<file path="src/rtl/countdown_timer_if.sv">
// Control, preset and display signals of the countdown timer stage.
interface countdown_timer_if;
  logic        load;
  logic        start;
  logic        pause;
  logic [4:0]  preset_h;
  logic [5:0]  preset_m;
  logic [5:0]  preset_s;
  logic [31:0] time_data;
  logic [1:0]  state;
  logic        running;
  logic        expired;
  logic        expire_pulse;

  modport master (
    output load, start, pause, preset_h, preset_m, preset_s,
    input  time_data, state, running, expired, expire_pulse
  );

  modport slave (
    input  load, start, pause, preset_h, preset_m, preset_s,
    output time_data, state, running, expired, expire_pulse
  );
endinterface

</file>
<file path="src/rtl/countdown_timer_core.sv">
// H:M:S countdown on the 1 Hz tick with packed BCD display output.
// Optional COUNTDOWN_AUTO_RELOAD_EN: reload the preset on expiry instead of stopping.
module countdown_timer_core #(
  parameter int unsigned HOUR_MAX = 23
) (
  input  logic              clk_1hz,
  input  logic              rst,
  countdown_timer_if.slave  bus
);

  localparam logic [1:0] IDLE    = 2'b00;
  localparam logic [1:0] RUN     = 2'b01;
  localparam logic [1:0] PAUSE   = 2'b10;
  localparam logic [1:0] EXPIRED = 2'b11;

  logic [1:0] state_q, state_d;
  logic [4:0] h_q, h_d;
  logic [5:0] m_q, m_d;
  logic [5:0] s_q, s_d;
  logic       pulse_q, pulse_d;

  logic [4:0] pre_h;
  logic [5:0] pre_m, pre_s;
  logic       count_zero, count_one, preset_zero;

  assign pre_h = (bus.preset_h > 5'(HOUR_MAX)) ? 5'(HOUR_MAX) : bus.preset_h;
  assign pre_m = (bus.preset_m > 6'd59) ? 6'd59 : bus.preset_m;
  assign pre_s = (bus.preset_s > 6'd59) ? 6'd59 : bus.preset_s;

  assign count_zero  = (h_q == '0) && (m_q == '0) && (s_q == '0);
  assign count_one   = (h_q == '0) && (m_q == '0) && (s_q == 6'd1);
  assign preset_zero = (pre_h == '0) && (pre_m == '0) && (pre_s == '0);

  always_comb begin
    state_d = state_q;
    h_d     = h_q;
    m_d     = m_q;
    s_d     = s_q;
    pulse_d = 1'b0;
    if (bus.load) begin
      h_d     = pre_h;
      m_d     = pre_m;
      s_d     = pre_s;
      state_d = IDLE;
    end else begin
      case (state_q)
        IDLE: begin
          if (bus.start && !count_zero) state_d = RUN;
        end
        RUN: begin
          if (bus.pause) begin
            state_d = PAUSE;
          end else if (count_zero) begin
            state_d = EXPIRED;
          end else begin
            if (s_q != '0) begin
              s_d = s_q - 6'd1;
            end else if (m_q != '0) begin
              s_d = 6'd59;
              m_d = m_q - 6'd1;
            end else begin
              s_d = 6'd59;
              m_d = 6'd59;
              h_d = h_q - 5'd1;
            end
            if (count_one) begin
              pulse_d = 1'b1;
`ifdef COUNTDOWN_AUTO_RELOAD_EN
              // A zero preset cannot be reloaded meaningfully, so it falls back to one-shot expiry.
              if (!preset_zero) begin
                h_d = pre_h;
                m_d = pre_m;
                s_d = pre_s;
              end else begin
                state_d = EXPIRED;
              end
`else
              state_d = EXPIRED;
`endif
            end
          end
        end
        PAUSE: begin
          if (bus.start) state_d = RUN;
        end
        EXPIRED: begin
          state_d = EXPIRED;
        end
        default: state_d = IDLE;
      endcase
    end
  end

  always_ff @(posedge clk_1hz or negedge rst) begin
    if (!rst) begin
      state_q <= IDLE;
      h_q     <= '0;
      m_q     <= '0;
      s_q     <= '0;
      pulse_q <= 1'b0;
    end else begin
      state_q <= state_d;
      h_q     <= h_d;
      m_q     <= m_d;
      s_q     <= s_d;
      pulse_q <= pulse_d;
    end
  end

  function automatic logic [7:0] to_bcd(input logic [5:0] v);
    return (8'(v / 6'd10) << 4) | 8'(v % 6'd10);
  endfunction

  assign bus.time_data    = {8'h00, to_bcd({1'b0, h_q}), to_bcd(m_q), to_bcd(s_q)};
  assign bus.state        = state_q;
  assign bus.running      = (state_q == RUN);
  assign bus.expired      = (state_q == EXPIRED);
  assign bus.expire_pulse = pulse_q;

  // preset_zero only feeds the reload path; keep it referenced in the one-shot build.
`ifndef COUNTDOWN_AUTO_RELOAD_EN
  logic unused_preset_zero;
  assign unused_preset_zero = preset_zero;
`endif

endmodule

</file>
<file path="src/flat_wrapper.sv">
// flat-port wrapper written by rule: the top's interface ports become plain ports
module countdown_timer_core_flat 
#(
  parameter int unsigned HOUR_MAX = 23
)
  (clk_1hz, rst, bus_load, bus_start, bus_pause, bus_preset_h, bus_preset_m, bus_preset_s, bus_time_data, bus_state, bus_running, bus_expired, bus_expire_pulse);
  countdown_timer_if bus_i ();
  input  logic clk_1hz;
  input  logic rst;
  input wire logic [$bits(bus_i.load)-1:0] bus_load;
  input wire logic [$bits(bus_i.start)-1:0] bus_start;
  input wire logic [$bits(bus_i.pause)-1:0] bus_pause;
  input wire logic [$bits(bus_i.preset_h)-1:0] bus_preset_h;
  input wire logic [$bits(bus_i.preset_m)-1:0] bus_preset_m;
  input wire logic [$bits(bus_i.preset_s)-1:0] bus_preset_s;
  output wire logic [$bits(bus_i.time_data)-1:0] bus_time_data;
  output wire logic [$bits(bus_i.state)-1:0] bus_state;
  output wire logic [$bits(bus_i.running)-1:0] bus_running;
  output wire logic [$bits(bus_i.expired)-1:0] bus_expired;
  output wire logic [$bits(bus_i.expire_pulse)-1:0] bus_expire_pulse;
  assign bus_i.load = bus_load;
  assign bus_i.start = bus_start;
  assign bus_i.pause = bus_pause;
  assign bus_i.preset_h = bus_preset_h;
  assign bus_i.preset_m = bus_preset_m;
  assign bus_i.preset_s = bus_preset_s;
  assign bus_time_data = bus_i.time_data;
  assign bus_state = bus_i.state;
  assign bus_running = bus_i.running;
  assign bus_expired = bus_i.expired;
  assign bus_expire_pulse = bus_i.expire_pulse;
  countdown_timer_core #(.HOUR_MAX(HOUR_MAX)) u_core (.clk_1hz(clk_1hz), .rst(rst), .bus(bus_i));
endmodule
</file>
<file path="config.mk">
export PLATFORM = sky130hd
export DESIGN_NAME = countdown_timer_core_flat
export DESIGN_NICKNAME = d
export VERILOG_FILES = /design/src/rtl/countdown_timer_if.sv /design/src/rtl/countdown_timer_core.sv /design/src/flat_wrapper.sv
export SDC_FILE = /design/constraint.sdc
export NUM_CORES = 1
export LEC_CHECK = 0
export BUFFER_PORTS_ARGS = -buffer_cell sky130_fd_sc_hd__buf_4
export CORE_MARGIN = 2
export CORE_UTILIZATION = 30
export CTS_CLUSTER_DIAMETER = 120
export DETAILED_ROUTE_END_ITERATION = 8
export GPL_TIMING_DRIVEN = 0
export PLACE_DENSITY = 0.55
export SLEW_MARGIN = 20
export SYNTH_ARGS = -nofsm -noshare
export SYNTH_HDL_FRONTEND = slang
export SYNTH_SLANG_ARGS = --single-unit
</file>
<file path="constraint.sdc">
create_clock -name clk_1hz -period 6.1 [get_ports clk_1hz]
set_clock_uncertainty 0.2 [all_clocks]
set_input_delay 0.305 -clock clk_1hz [delete_from_list [all_inputs] [get_ports clk_1hz]]
set_output_delay 0.305 -clock clk_1hz [all_outputs]
set_load 0.005 [all_outputs]
</file>
==> flow_summary.toml <==
[outcome]
outcome = "completed"

[yosys]
synthArstFlopShare = 1.000
yosysTopAreaCell = "dfrtp_1"
synth_seq_cells = 20
synth_ff_type = "dfrtp_1"
yosysWarnings = 0
yosysSeqAreaShare = 0.2113
synth_mux_area_frac = 0.02113
ys_types = 55
yosysTopAreaCellShare = 0.2113
synthSimpleGateAreaFrac = 0.3011
synthCells = 334
synth_compound_area_frac = 0.2525
syn_avg_cell_area_um2 = 7.091
synth_edf_count = 0
synth-xor-area-share = 0.02588
synth_area_leaders = "dfrtp_1 (21%), ha_1 (8.5%), o21ai_0 (6.3%), a21oi_1 (5.9%), nand2_1 (5.5%)"
synth_fa_ha_area_frac = 0.08452
netlist_area_mm2 = 0.002369
synth_top_family_by_area = "simple AND/OR/NAND/NOR gates"

[detailed_routing]
route.detailed.drc = 0
wl_mm = 6.778
viasPerCell = 5.030
detail-route-antenna-nets = 0
drtIter0Drc = 102
wl_per_cell_um = 13.64
firstDrtPassIters = 4
routed-via-count = 2500

[critical_path]
setup.worst_path.class = "reg2out"
cp_slowest_stage_delay_ps = 430
cp.depth = 10
cp_data_required_time_ps = 5590
path_cells = "clkbuf_1, buf_1, nor2_1, a311oi_1, ha_1, a211oi_1, a21oi_1, or2_2, o211ai_1, buf_4"
critPathTopFamily = "buffers and inverters"
rr_startpoint = "u_core.m_q[1]$_DFFE_PN0P_"
crit_path_end_kind = "output pin"
crit_fanout = 10
crit_start = "u_core.s_q[4]$_DFFE_PN0P_"
critPathBufInv = 3
arrival_ps = 3150
cp_slowest_cell = "dfrtp_1"
start_kind = "flop"
reg2reg_depth = 8

[cells_and_area]
drive_above_1_share = 0.1949
final_util = 0.3866
final_common_cell = "buf_4"
fillers = 848
layout_common_cells = "buf_4 (60), nand2_1 (35), nor2_1 (31), o21ai_0 (30), a21oi_1 (28)"
n_antenna_cell = 0
area_delta_synth_final_pct = 25.46
multiInputGateArea_mm2 = 0.001653
fin_area_mm2 = 0.002972
nets = 434
seqCellArea_um2 = 500.5
instances_no_fill = 497

[clocking]
post_cts_buffers = 0
clock_latency_ps = 270
htree_levels = 1
cts_num_sinks = 20
path_clk_slew_ps = 90
root_buffer = "clkbuf_8"
tritoncts = "built"
numCtsBuffers = 3
clockBufferDepth = 2

[global_routing]
grt_first_pass_wirelength_mm = 11.25
antenna_found_initial = 0
grt_usage = 0.1579
grt_max_degree = 21
overflow = 0
grt_pass1_vias = 2328

[sta]
timing.fmax_ghz = 0.2734
relSlewSlack = 0.6463
tightest_slew_ps = 530.6
report.final.slew_viol_count = 0
setup_viol = 0
finalCriticalPeriod_ps = 3657
rsz0062_at_grt = "false"
hold_viol_final = 0
finalSetupTns_ps = 0
post-route-worst-setup-slack_ps = 2443
hold_ws_ps = 35.48
finalCritPeriodShare = 0.5995

[placement]
place_congestion = 0.9066
dp_hpwl_mm = 5.241
placed_cell_area_mm2 = 0.002890
io_buffers = 49
dp.cells = 492
post-place-ws_ps = 2761

[pwr]
p_total_mw = 0.6213
leakage_nw = 1.294
peakVddDrop_v = 0.00008030
p_per_area_mw_per_mm2 = 209.1

[job]
max_cap_viol_count = 0

[floorplan]
initial_core_util = 0.3081
die_h_um = 92.86
dieWidth_um = 92.86
design.die.area_mm2 = 0.008622
io_pins = 59
core_region_area_mm2 = 0.007687
rows = 32

[worst_hold_path]
hold_depth = 2
hold_start = "bus_pause"
hp-class = "in2reg"
-- where the power goes --
| part | total [mW] | switching [mW] | internal (mW) |
|---|---|---|---|
| combinational | 0.321 | 0.173 | 0.148 |
| clock | 0.138 | 0.0501 | 0.0877 |
| sequential | 0.162 | 0.0159 | 0.146 |
| total | 0.621 | 0.239 | 0.382 |
-- worst paths after layout --
path / to / slack [ps]
min in group asynchronous: u_core.m_q[3]$_DFFE_PN0P_ / 260
worst max register to register: u_core.s_q[4]$_DFFE_PN0P_ / 3300
worst min-delay path: u_core.bus.state[0]$_DFFE_PN0P_ / 40
worst max-delay path: bus_time_data[2] / 2440
worst min register to register: u_core.m_q[0]$_DFFE_PN0P_ / 360
max in group asynchronous: u_core.m_q[5]$_DFFE_PN0P_ / 5210
-- kinds of logic after synthesis --
logic type / after synthesis
AO/OA/AOI/OAI: 95
XOR/XNOR: 7
adder cells (fa/ha/maj): 16
buffers and inverters: 51
flip-flops: 20
multiplexers: 5
other: 1
AND/OR/NAND/NOR: 139
-- sequential cells by signal (all words and copies together) (netlist names) --
signal / cells
u_core.s_q: 6
u_core.bus.expire_pulse: 1
u_core.h_q: 5
u_core.bus.state: 2
u_core.m_q: 6
-- layer usage --
metal	wire length, um	part of all wire	up-vias	GRT usage
li1	-	-	1292	-
met1	3226	0.48	1130	0.2212
met2	3113	0.46	72	0.2554
met3	383	0.057	6	0.02522
met4	55	0.0081	0	0.03431
met5	0	0	-	0
-- layout make-up --
type,instances,area share
Sequential cell,20,0.1684
Clock inverter,1,0.01011
Multi-Input combinational cell,270,0.5562
Clock buffer,3,0.01389
Timing Repair Buffer,50,0.1272
Inverter,20,0.02526
Buffer,31,0.05600
Tap cell,102,0.04295
-- what timing repair did --
item / CTS / global route
hold buffers: 1 / 0
resized for setup: 0 / 0
hold endpoints to repair: 20 / 0
-- synth_stat cells, types with 2 or more instances --
cell type and n:
o21ai_0 30, nor4_1 4, a211oi_1 3, o21ai_1 2, and2_1 4, nand2b_1 6
or2_2 3, buf_4 11, ha_1 16, a22oi_1 4, o31ai_1 5, clkbuf_1 16
xnor2_1 6, nand2_1 35, nand3_1 9, mux2i_1 5, a311oi_1 2, nor2b_1 10
o221a_2 2, and3_1 3, a21oi_1 28, or3_1 6, buf_1 2, dfrtp_1 20
o22a_1 2, nor2_1 31, nor3_1 18, o211ai_1 2, nand4_1 4, inv_1 20
No activity file was read; power rests on OpenSTA's default activity.
